`src/rtl/pio_irq_gen_pkg.sv`:
```
//------------------------------------------------------------------------------
// Module      : pio_irq_pkg
// Description : Shared trigger-mode encoding, register map and limits for the
//               pio_irq_gen parallel input port.
// Revision    : 1.0 - initial release
//------------------------------------------------------------------------------
`default_nettype none

package pio_irq_pkg;

    typedef enum logic [1:0] {
        MODE_RISE  = 2'b00,
        MODE_FALL  = 2'b01,
        MODE_BOTH  = 2'b10,
        MODE_LEVEL = 2'b11
    } mode_e;

    localparam logic [2:0] ADDR_DATA     = 3'd0;
    localparam logic [2:0] ADDR_MODE     = 3'd1;
    localparam logic [2:0] ADDR_MASK     = 3'd2;
    localparam logic [2:0] ADDR_CAPTURE  = 3'd3;
    localparam logic [2:0] ADDR_DEBOUNCE = 3'd4;

    localparam int c_MAX_WIDTH = 16;

endpackage

`default_nettype wire

```
`src/rtl/pio_irq_gen_if.sv`:
```
//------------------------------------------------------------------------------
// Module      : pio_irq_gen_if
// Description : Avalon-MM slave bus plus interrupt line of the PIO.
// Revision    : 1.0 - initial release
//------------------------------------------------------------------------------
`default_nettype none

interface pio_irq_gen_if;
    logic [2:0]  address;
    logic        chipselect;
    logic        write_n;
    logic [31:0] writedata;
    logic [31:0] readdata;
    logic        irq;

    modport master (
        output address, chipselect, write_n, writedata,
        input  readdata, irq
    );

    modport slave (
        input  address, chipselect, write_n, writedata,
        output readdata, irq
    );
endinterface

`default_nettype wire

```
`src/rtl/pio_irq_gen_chan.sv`:
```
//------------------------------------------------------------------------------
// Module      : pio_irq_chan
// Description : One input channel: synchroniser, optional debounce filter
//               (PIO_IRQ_DEBOUNCE_EN), edge/level select and capture flop.
// Revision    : 1.0 - initial release
//------------------------------------------------------------------------------
`default_nettype none

module pio_irq_chan
    import pio_irq_pkg::*;
#(
    parameter int SYNC_STAGES = 2
`ifdef PIO_IRQ_DEBOUNCE_EN
    ,
    parameter int DEBOUNCE_W  = 16
`endif
) (
    input  wire logic                  clk,
    input  wire logic                  reset_n,
    input  wire logic                  i_in,
    input  wire mode_e                 i_mode,
    input  wire logic                  i_clr,
`ifdef PIO_IRQ_DEBOUNCE_EN
    input  wire logic [DEBOUNCE_W-1:0] i_period,
`endif
    output logic                       o_filt,
    output logic                       o_cap
);

    logic [SYNC_STAGES-1:0] r_sync;
    logic                   w_sync;
    logic                   w_f;
    logic                   r_prev;
    logic                   r_cap;
    logic                   w_event;

    always_ff @(posedge clk or negedge reset_n) begin
        if (!reset_n) r_sync <= '0;
        else          r_sync <= {r_sync[SYNC_STAGES-2:0], i_in};
    end

    assign w_sync = r_sync[SYNC_STAGES-1];

`ifdef PIO_IRQ_DEBOUNCE_EN
    localparam logic [DEBOUNCE_W-1:0] c_ONE = DEBOUNCE_W'(1);

    logic                  r_filt;
    logic [DEBOUNCE_W-1:0] r_cnt;

    // With the filter bypassed r_filt still tracks the input so that enabling
    // it later starts from the current level rather than a stale one.
    always_ff @(posedge clk or negedge reset_n) begin
        if (!reset_n) begin
            r_filt <= 1'b0;
            r_cnt  <= '0;
        end else if (i_period == '0) begin
            r_filt <= w_sync;
            r_cnt  <= '0;
        end else if (w_sync == r_filt) begin
            r_cnt  <= '0;
        end else if (r_cnt >= i_period - c_ONE) begin
            r_filt <= w_sync;
            r_cnt  <= '0;
        end else if (r_cnt != '1) begin
            r_cnt  <= r_cnt + c_ONE;
        end
    end

    assign w_f = (i_period == '0) ? w_sync : r_filt;
`else
    assign w_f = w_sync;
`endif

    always_comb begin
        w_event = 1'b0;
        case (i_mode)
            MODE_RISE:  w_event = w_f & ~r_prev;
            MODE_FALL:  w_event = ~w_f & r_prev;
            MODE_BOTH:  w_event = w_f ^ r_prev;
            MODE_LEVEL: w_event = w_f;
            default:    w_event = 1'b0;
        endcase
    end

    // A new event always overrides a simultaneous software clear.
    always_ff @(posedge clk or negedge reset_n) begin
        if (!reset_n) begin
            r_prev <= 1'b0;
            r_cap  <= 1'b0;
        end else begin
            r_prev <= w_f;
            r_cap  <= (r_cap & ~i_clr) | w_event;
        end
    end

    assign o_filt = w_f;
    assign o_cap  = r_cap;

endmodule

`default_nettype wire

```
`src/rtl/pio_irq_gen.sv`:
```
//------------------------------------------------------------------------------
// Module      : pio_irq_gen
// Description : Parametrised Avalon-MM input port with per-channel edge/level
//               interrupts; debounce filter enabled by PIO_IRQ_DEBOUNCE_EN.
// Revision    : 1.0 - initial release
//------------------------------------------------------------------------------
`default_nettype none

module pio_irq_gen
    import pio_irq_pkg::*;
#(
    parameter int WIDTH       = 8,
    parameter int SYNC_STAGES = 2,
    parameter int DEBOUNCE_W  = 16
) (
    input  wire logic             clk,
    input  wire logic             reset_n,
    pio_irq_gen_if.slave          bus,
    input  wire logic [WIDTH-1:0] in_port
);

    if (WIDTH < 1 || WIDTH > c_MAX_WIDTH || SYNC_STAGES < 2 || SYNC_STAGES > 4 ||
        DEBOUNCE_W < 1 || DEBOUNCE_W > 32) begin : g_bad_params
        $error("pio_irq_gen: parameter out of range");
    end

    logic                 w_wr;
    logic [2*WIDTH-1:0]   r_mode;
    logic [WIDTH-1:0]     r_mask;
    logic [WIDTH-1:0]     w_filt;
    logic [WIDTH-1:0]     w_cap;
    logic [31:0]          w_rdata;
    logic [31:0]          r_rdata;
    logic                 w_unused_wdata;

    assign w_wr           = bus.chipselect & ~bus.write_n;
    assign w_unused_wdata = ^bus.writedata;

`ifdef PIO_IRQ_DEBOUNCE_EN
    logic [DEBOUNCE_W-1:0] r_debounce;

    always_ff @(posedge clk or negedge reset_n) begin
        if (!reset_n)
            r_debounce <= '0;
        else if (w_wr && bus.address == ADDR_DEBOUNCE)
            r_debounce <= bus.writedata[DEBOUNCE_W-1:0];
    end
`endif

    always_ff @(posedge clk or negedge reset_n) begin
        if (!reset_n) begin
            r_mode <= '0;
            r_mask <= '0;
        end else if (w_wr) begin
            if (bus.address == ADDR_MODE) r_mode <= bus.writedata[2*WIDTH-1:0];
            if (bus.address == ADDR_MASK) r_mask <= bus.writedata[WIDTH-1:0];
        end
    end

    for (genvar i = 0; i < WIDTH; i++) begin : g_chan
        pio_irq_chan #(
            .SYNC_STAGES (SYNC_STAGES)
`ifdef PIO_IRQ_DEBOUNCE_EN
            ,
            .DEBOUNCE_W  (DEBOUNCE_W)
`endif
        ) u_chan (
            .clk      (clk),
            .reset_n  (reset_n),
            .i_in     (in_port[i]),
            .i_mode   (mode_e'(r_mode[2*i +: 2])),
            .i_clr    (w_wr && bus.address == ADDR_CAPTURE && bus.writedata[i]),
`ifdef PIO_IRQ_DEBOUNCE_EN
            .i_period (r_debounce),
`endif
            .o_filt   (w_filt[i]),
            .o_cap    (w_cap[i])
        );
    end

    always_comb begin
        w_rdata = '0;
        case (bus.address)
            ADDR_DATA:     w_rdata[WIDTH-1:0]   = w_filt;
            ADDR_MODE:     w_rdata[2*WIDTH-1:0] = r_mode;
            ADDR_MASK:     w_rdata[WIDTH-1:0]   = r_mask;
            ADDR_CAPTURE:  w_rdata[WIDTH-1:0]   = w_cap;
`ifdef PIO_IRQ_DEBOUNCE_EN
            ADDR_DEBOUNCE: w_rdata[DEBOUNCE_W-1:0] = r_debounce;
`endif
            default:       w_rdata = '0;
        endcase
    end

    // Read data is sampled every cycle, independent of chipselect.
    always_ff @(posedge clk or negedge reset_n) begin
        if (!reset_n) r_rdata <= '0;
        else          r_rdata <= w_rdata;
    end

    assign bus.readdata = r_rdata;
    assign bus.irq      = |(w_cap & r_mask);

endmodule

`default_nettype wire

```
`src/flat_wrapper.sv`:
```
// flat-port wrapper written by rule: the top's interface ports become plain ports
module pio_irq_gen_flat import pio_irq_pkg::*;
#(
    parameter int WIDTH       = 8,
    parameter int SYNC_STAGES = 2,
    parameter int DEBOUNCE_W  = 16
)
  (clk, reset_n, in_port, bus_address, bus_chipselect, bus_write_n, bus_writedata, bus_readdata, bus_irq);
  pio_irq_gen_if bus_i ();
  input  wire logic clk;
  input  wire logic reset_n;
  input  wire logic [WIDTH-1:0] in_port;
  input wire logic [$bits(bus_i.address)-1:0] bus_address;
  input wire logic [$bits(bus_i.chipselect)-1:0] bus_chipselect;
  input wire logic [$bits(bus_i.write_n)-1:0] bus_write_n;
  input wire logic [$bits(bus_i.writedata)-1:0] bus_writedata;
  output wire logic [$bits(bus_i.readdata)-1:0] bus_readdata;
  output wire logic [$bits(bus_i.irq)-1:0] bus_irq;
  assign bus_i.address = bus_address;
  assign bus_i.chipselect = bus_chipselect;
  assign bus_i.write_n = bus_write_n;
  assign bus_i.writedata = bus_writedata;
  assign bus_readdata = bus_i.readdata;
  assign bus_irq = bus_i.irq;
  pio_irq_gen #(.WIDTH(WIDTH), .SYNC_STAGES(SYNC_STAGES), .DEBOUNCE_W(DEBOUNCE_W)) u_core (.clk(clk), .reset_n(reset_n), .bus(bus_i), .in_port(in_port));
endmodule
```
`config.mk`:
```
export PLATFORM = sky130hd
export DESIGN_NAME = pio_irq_gen_flat
export DESIGN_NICKNAME = d
export VERILOG_FILES = /design/src/rtl/pio_irq_gen_pkg.sv /design/src/rtl/pio_irq_gen_if.sv /design/src/rtl/pio_irq_gen_chan.sv /design/src/rtl/pio_irq_gen.sv /design/src/flat_wrapper.sv
export SDC_FILE = /design/constraint.sdc
export NUM_CORES = 1
export LEC_CHECK = 0
export BUFFER_PORTS_ARGS = -buffer_cell sky130_fd_sc_hd__buf_2
export CORE_MARGIN = 5
export CORE_UTILIZATION = 50
export CTS_BUF_LIST = sky130_fd_sc_hd__clkbuf_8
export CTS_CLUSTER_DIAMETER = 50
export DETAILED_ROUTE_END_ITERATION = 6
export PLACE_DENSITY_LB_ADDON = 0.15
export SYNTH_ARGS = -nofsm -noshare
export SYNTH_HDL_FRONTEND = slang
export SYNTH_HIERARCHICAL = 1
export SYNTH_SLANG_ARGS = --single-unit
export TNS_END_PERCENT = 100
```
`constraint.sdc`:
```
create_clock -name clk -period 1.9 [get_ports clk]
set_input_delay 0.57 -clock clk [delete_from_list [all_inputs] [get_ports clk]]
set_output_delay 0.57 -clock clk [all_outputs]
set_load 0.05 [all_outputs]
```
== Yosys cells after proc, flatten, opt, wreduce, memory -nomap -nowiden ==
Cells that the tools add are included.
Widths: inputs -> output; s select.
Operators by class
  equality and inequality tests: 27
  bitwise operators: 67
  multiplexer cells: 10
  reductions and logical operators: 21
Operators with widths (count)
  $eq 2x2->1 const B: 16
  $pmux 1 s4: 8
  $pmux 8 s4: 1
  $and 1x1->1: 25
  $not 1->1: 25
  $eq 2x1->1 const B: 8
  $logic_not 2->1: 8
  $logic_and 1x1->1: 9
  $and 8x8->8: 1
  $mux 8: 1
  $or 1x1->1: 8
  $reduce_or 8->1: 1
  $xor 1x1->1: 8
  $eq 3x2->1 const B: 2
  $reduce_and 2->1: 2
  $eq 3x1->1 const B: 1
  $logic_not 3->1: 1
Word-level totals
  output and inout port bits: 33
  input port bits: 47
  bits in registers: 72
  logic and storage cells: 152

== Longest topological paths before layout ==
  depth in word-level cells: 7
  mapped depth: 5
  gate-level depth less buffers: 5

== Hierarchy ==
The synthesis kept the hierarchy.
By module, submodules not included
  pio_irq_gen: seq. area each 1001.0 µm², area each 1904.3 µm², cells each 127, instances 1
  pio_irq_chan: seq. area each 100.1 µm², area each 170.2 µm², cells each 12, instances 8

== Worst setup path before layout ==
No wires, ideal clock.
  kind: reg-to-output
  start: reg u_core.r_mask[1]
  end: out bus_irq
  buffers on the path: 0
  required time: 1.330 ns
  arrival time: 1.036 ns
  slack: 0.294 ns
  cell stages (with the launch flop): 3
  cells stage by stage: dfrtp_1 > a22oi_1 > nand4_1
On the way
  cells in the longest elaborated chain, start to end: 2
RTL lines
  from (decl): line pio_irq_gen.sv:29  | logic [WIDTH-1:0] r_mask;
  from (signal assigned): line pio_irq_gen.sv:56  | if (bus.address == ADDR_MASK) r_mask <= bus.writedata[WIDTH-1:0];
  $and 8x8->8: line pio_irq_gen.sv:102  | assign bus.irq = |(w_cap & r_mask);
  $reduce_or 8->1: line pio_irq_gen.sv:102
  to (decl): line flat_wrapper.sv:18  | output wire logic [$bits(bus_i.irq)-1:0] bus_irq;
No other way between the ends.

== Final worst setup path ==
  start: reg u_core.r_mask[7]
  end: out bus_irq
Same word-level chain as after synthesis.

==> qor.txt <==
Leakage Power: 0.00197 µW
Core Box Area: 0.00635 mm²
Final setup violation count: 0
Largest net degree at the start of global routing: 73
Yosys warning count: 6
Critical path depth: 3
Initial Util: 0.514
Final min period: 1860 ps
Cell chain of the critical path: a22oi_2 > nand4_1 > buf_6
Number of remaining DRC errors: 0
Syn avg cell area: 14.6 µm²
DRT Wirelength: 5510 µm
# nets final: 350
Dpl cells: 353
Total power: 3870 µW
WL per Instance: 14.9 µm
Top layer used by detailed routing: met4
Hold/Removal Path Class: in2async
# rows: 29
Cts bufs inserted: 9
Cell family with most CP delay: flip-flops
Clock Latency Late Sink: 340 ps
# hold bufs at CTS: 0
# diodes: 0
Initial antenna violation count: 0
Area growth syn-to-layout: 18.4%
Gr usage total: 0.146
Worst-case clock skew: 8.54 ps
Place WS: 92.7 ps
Crit end category: output pin
Worst vdd ir: 0.595 mV
Critical Path RT: 1330 ps
Vias in the first global route: 1904
Met1 WL: 2530 µm
RSZ-0062 raised after global routing: yes
Status: complete, no violations
Final worst path period share: 0.980
Finished Cell Area: 0.00387 mm²
Vias after detailed routing: 1821
Register bit total from synthesis: 72
Crit Path Max Fanout: 3
Finished Layout Cells: 369
Top Ports: 80
R2R depth: 5
First-pass DRT Iterations: 3
Final Max Tran Viols: 0
Share of cells above drive strength 1: 0.404
Crit path DAT: 1290 ps
Die height: 90.8 µm
Root Driver: clkbuf_8
Post-synth cell types: 20
Post-CTS Setup Bufs: 0
Die Wd: 90.8 µm
Worst Path Buf+Inv: 1
Reg-to-Reg End: u_core/g_chan[4].u_chan/o_cap$_DFF_PN0_
Slowest cell on crit path: dfrtp_1
Port bufs: 47
CP startpoint: u_core/r_mask[7]$_DFFE_PN0P_
Fmax achieved: 0.537 GHz
Die ar.: 0.00825 mm²
Clk buf depth: 2
Initial DRC count: 98
Setup crit start kind: register
Max incr delay on CP: 400 ps
Placed Area: 0.00362 mm²
Fin. Hold Viols: 0
Drt via density: 4.93
CTS clk-pin slew, worst paths: 70 ps
Number of max-cap violations: 0
Final ANT Viol Nets: 0
H-tree depth: 3
Cell Area, Synth: 0.00327 mm²
Setup Crit Path Kind: reg2out
Grt ovf: 0
End of the critical path: bus_irq
Routed wl met3: 345 µm
Post-route setup TNS: 0 ps
First-pass GRT wire length: 9360 µm
Clk sinks: 72
RR Startpoint: u_core/g_chan[4].u_chan/r_sync[1]$_DFF_PN0_
Setup ws final: 38.3 ps
Seq/Total Area, Yosys: 0.552
R2R setup slack: 380 ps
CTS tree: built
Met2 WL: 2570 µm
Detailed placer's ending HPWL: 4010 µm
Synth Instances: 223
Power Density: 1000 mW/mm²
Routability cong.: 0.747
==> flip-flops by register name, indices dropped and copies added (netlist names) <==
signal                       count
u_core/r_mask                    8
u_core/bus.readdata             16
u_core/g_chan.u_chan/r_prev      8
u_core/g_chan.u_chan/r_sync     16
u_core/g_chan.u_chan/o_cap       8
u_core/r_mode                   16
==> Yosys cell counts <==
master | instances | share of area
dfrtp_1 | 72 | 0.55
a22oi_1 | 4 | 0.0092
nor3b_1 | 1 | 0.0023
nand3b_4 | 1 | 0.0061
nor3b_4 | 1 | 0.0057
mux2_4 | 10 | 0.046
a21o_1 | 8 | 0.018
and3_1 | 1 | 0.0019
mux4_2 | 16 | 0.11
mux2_2 | 14 | 0.048
clkbuf_1 | 1 | 0.0011
and3b_1 | 1 | 0.0027
and2b_1 | 8 | 0.018
and2_1 | 16 | 0.031
nand4_1 | 1 | 0.0019
buf_6 | 2 | 0.0069
inv_1 | 32 | 0.037
buf_4 | 17 | 0.039
ha_1 | 16 | 0.061
conb_1 | 1 | 0.0011
==> layer usage <==
metal  vias to the layer above  GRT usage
li1                        846          -
met1                       922      0.197
met2                        48      0.212
met3                         5     0.0642
met4                         0     0.0477
met5                         -          0
==> cell usage in the layout, fill, tap and decap left out, types with 2 or more instances in the layout <==
| cell type | instances |
|---|---|
| clkbuf_8 | 10 |
| mux2_4 | 10 |
| clkinv_4 | 2 |
| buf_4 | 8 |
| dfrtp_1 | 72 |
| and2_1 | 16 |
| a21o_1 | 8 |
| ha_1 | 16 |
| a22oi_2 | 2 |
| buf_12 | 3 |
| bufinv_16 | 2 |
| clkinvlp_4 | 2 |
| mux2_2 | 14 |
| inv_1 | 32 |
| conb_1 | 16 |
| buf_2 | 46 |
| a22oi_1 | 2 |
| mux4_2 | 16 |
| and2b_1 | 8 |
==> cell type report <==
type | instances | area, µm²
multi-input cells | 114 | 1260
clock inverters | 6 | 92.6
repair buffers | 58 | 362
clock buffers | 10 | 138
inverters | 32 | 120
fillers | 511 | 2480
flip-flops and latches | 72 | 1800
well taps | 77 | 96.3
==> worst min path at each step <==
stage	start	to	slack [ps]
after floorplan	reset_n	u_core/bus.readdata[0]$_DFF_PN0_	270
after global placement	u_core/g_chan[0].u_chan/r_sync[0]$_DFF_PN0_	u_core/g_chan[0].u_chan/r_sync[1]$_DFF_PN0_	330
after detailed placement	u_core/g_chan[5].u_chan/r_sync[0]$_DFF_PN0_	u_core/g_chan[5].u_chan/r_sync[1]$_DFF_PN0_	330
after CTS	reset_n	u_core/g_chan[4].u_chan/o_cap$_DFF_PN0_	250
after global routing	reset_n	u_core/g_chan[3].u_chan/r_sync[1]$_DFF_PN0_	250
final	reset_n	u_core/g_chan[3].u_chan/r_prev$_DFF_PN0_	230
==> cell families (layout without fill, tap and decap cells) <==
kind of cell	Yosys count	in the layout	share of synthesized area
muxes	40	40	0.205
other	1	16	0.00115
DFF	72	72	0.552
AOI/OAI and AO/OA	12	12	0.0276
buffers and inverters	52	106	0.0839
adders and majority gates	16	16	0.0613
and+or+nand+nor	30	30	0.0697
==> through the flow <==
step,util,hold WS [ps]
2_1_floorplan,-,274
3_3_place_gp,0.570,332
3_5_place_dp,0.570,335
4_1_cts,0.609,252
5_1_grt,0.609,251
6_report,0.609,234
==> report_power, final <==
group / switching (µW) / internal, µW / leakage (µW)
sequential: 142 / 1710 / 0.000859
combinational: 336 / 355 / 0.00100
clock: 550 / 778 / 0.000109
total: 1030 / 2850 / 0.00197
==> repair_timing <==
action	CTS	global route
resized for setup	4	0
setup endpoints to repair	1	1
cloned	0	0
pin swaps	1	0
Note: power is estimated with default switching activity, not from simulation.
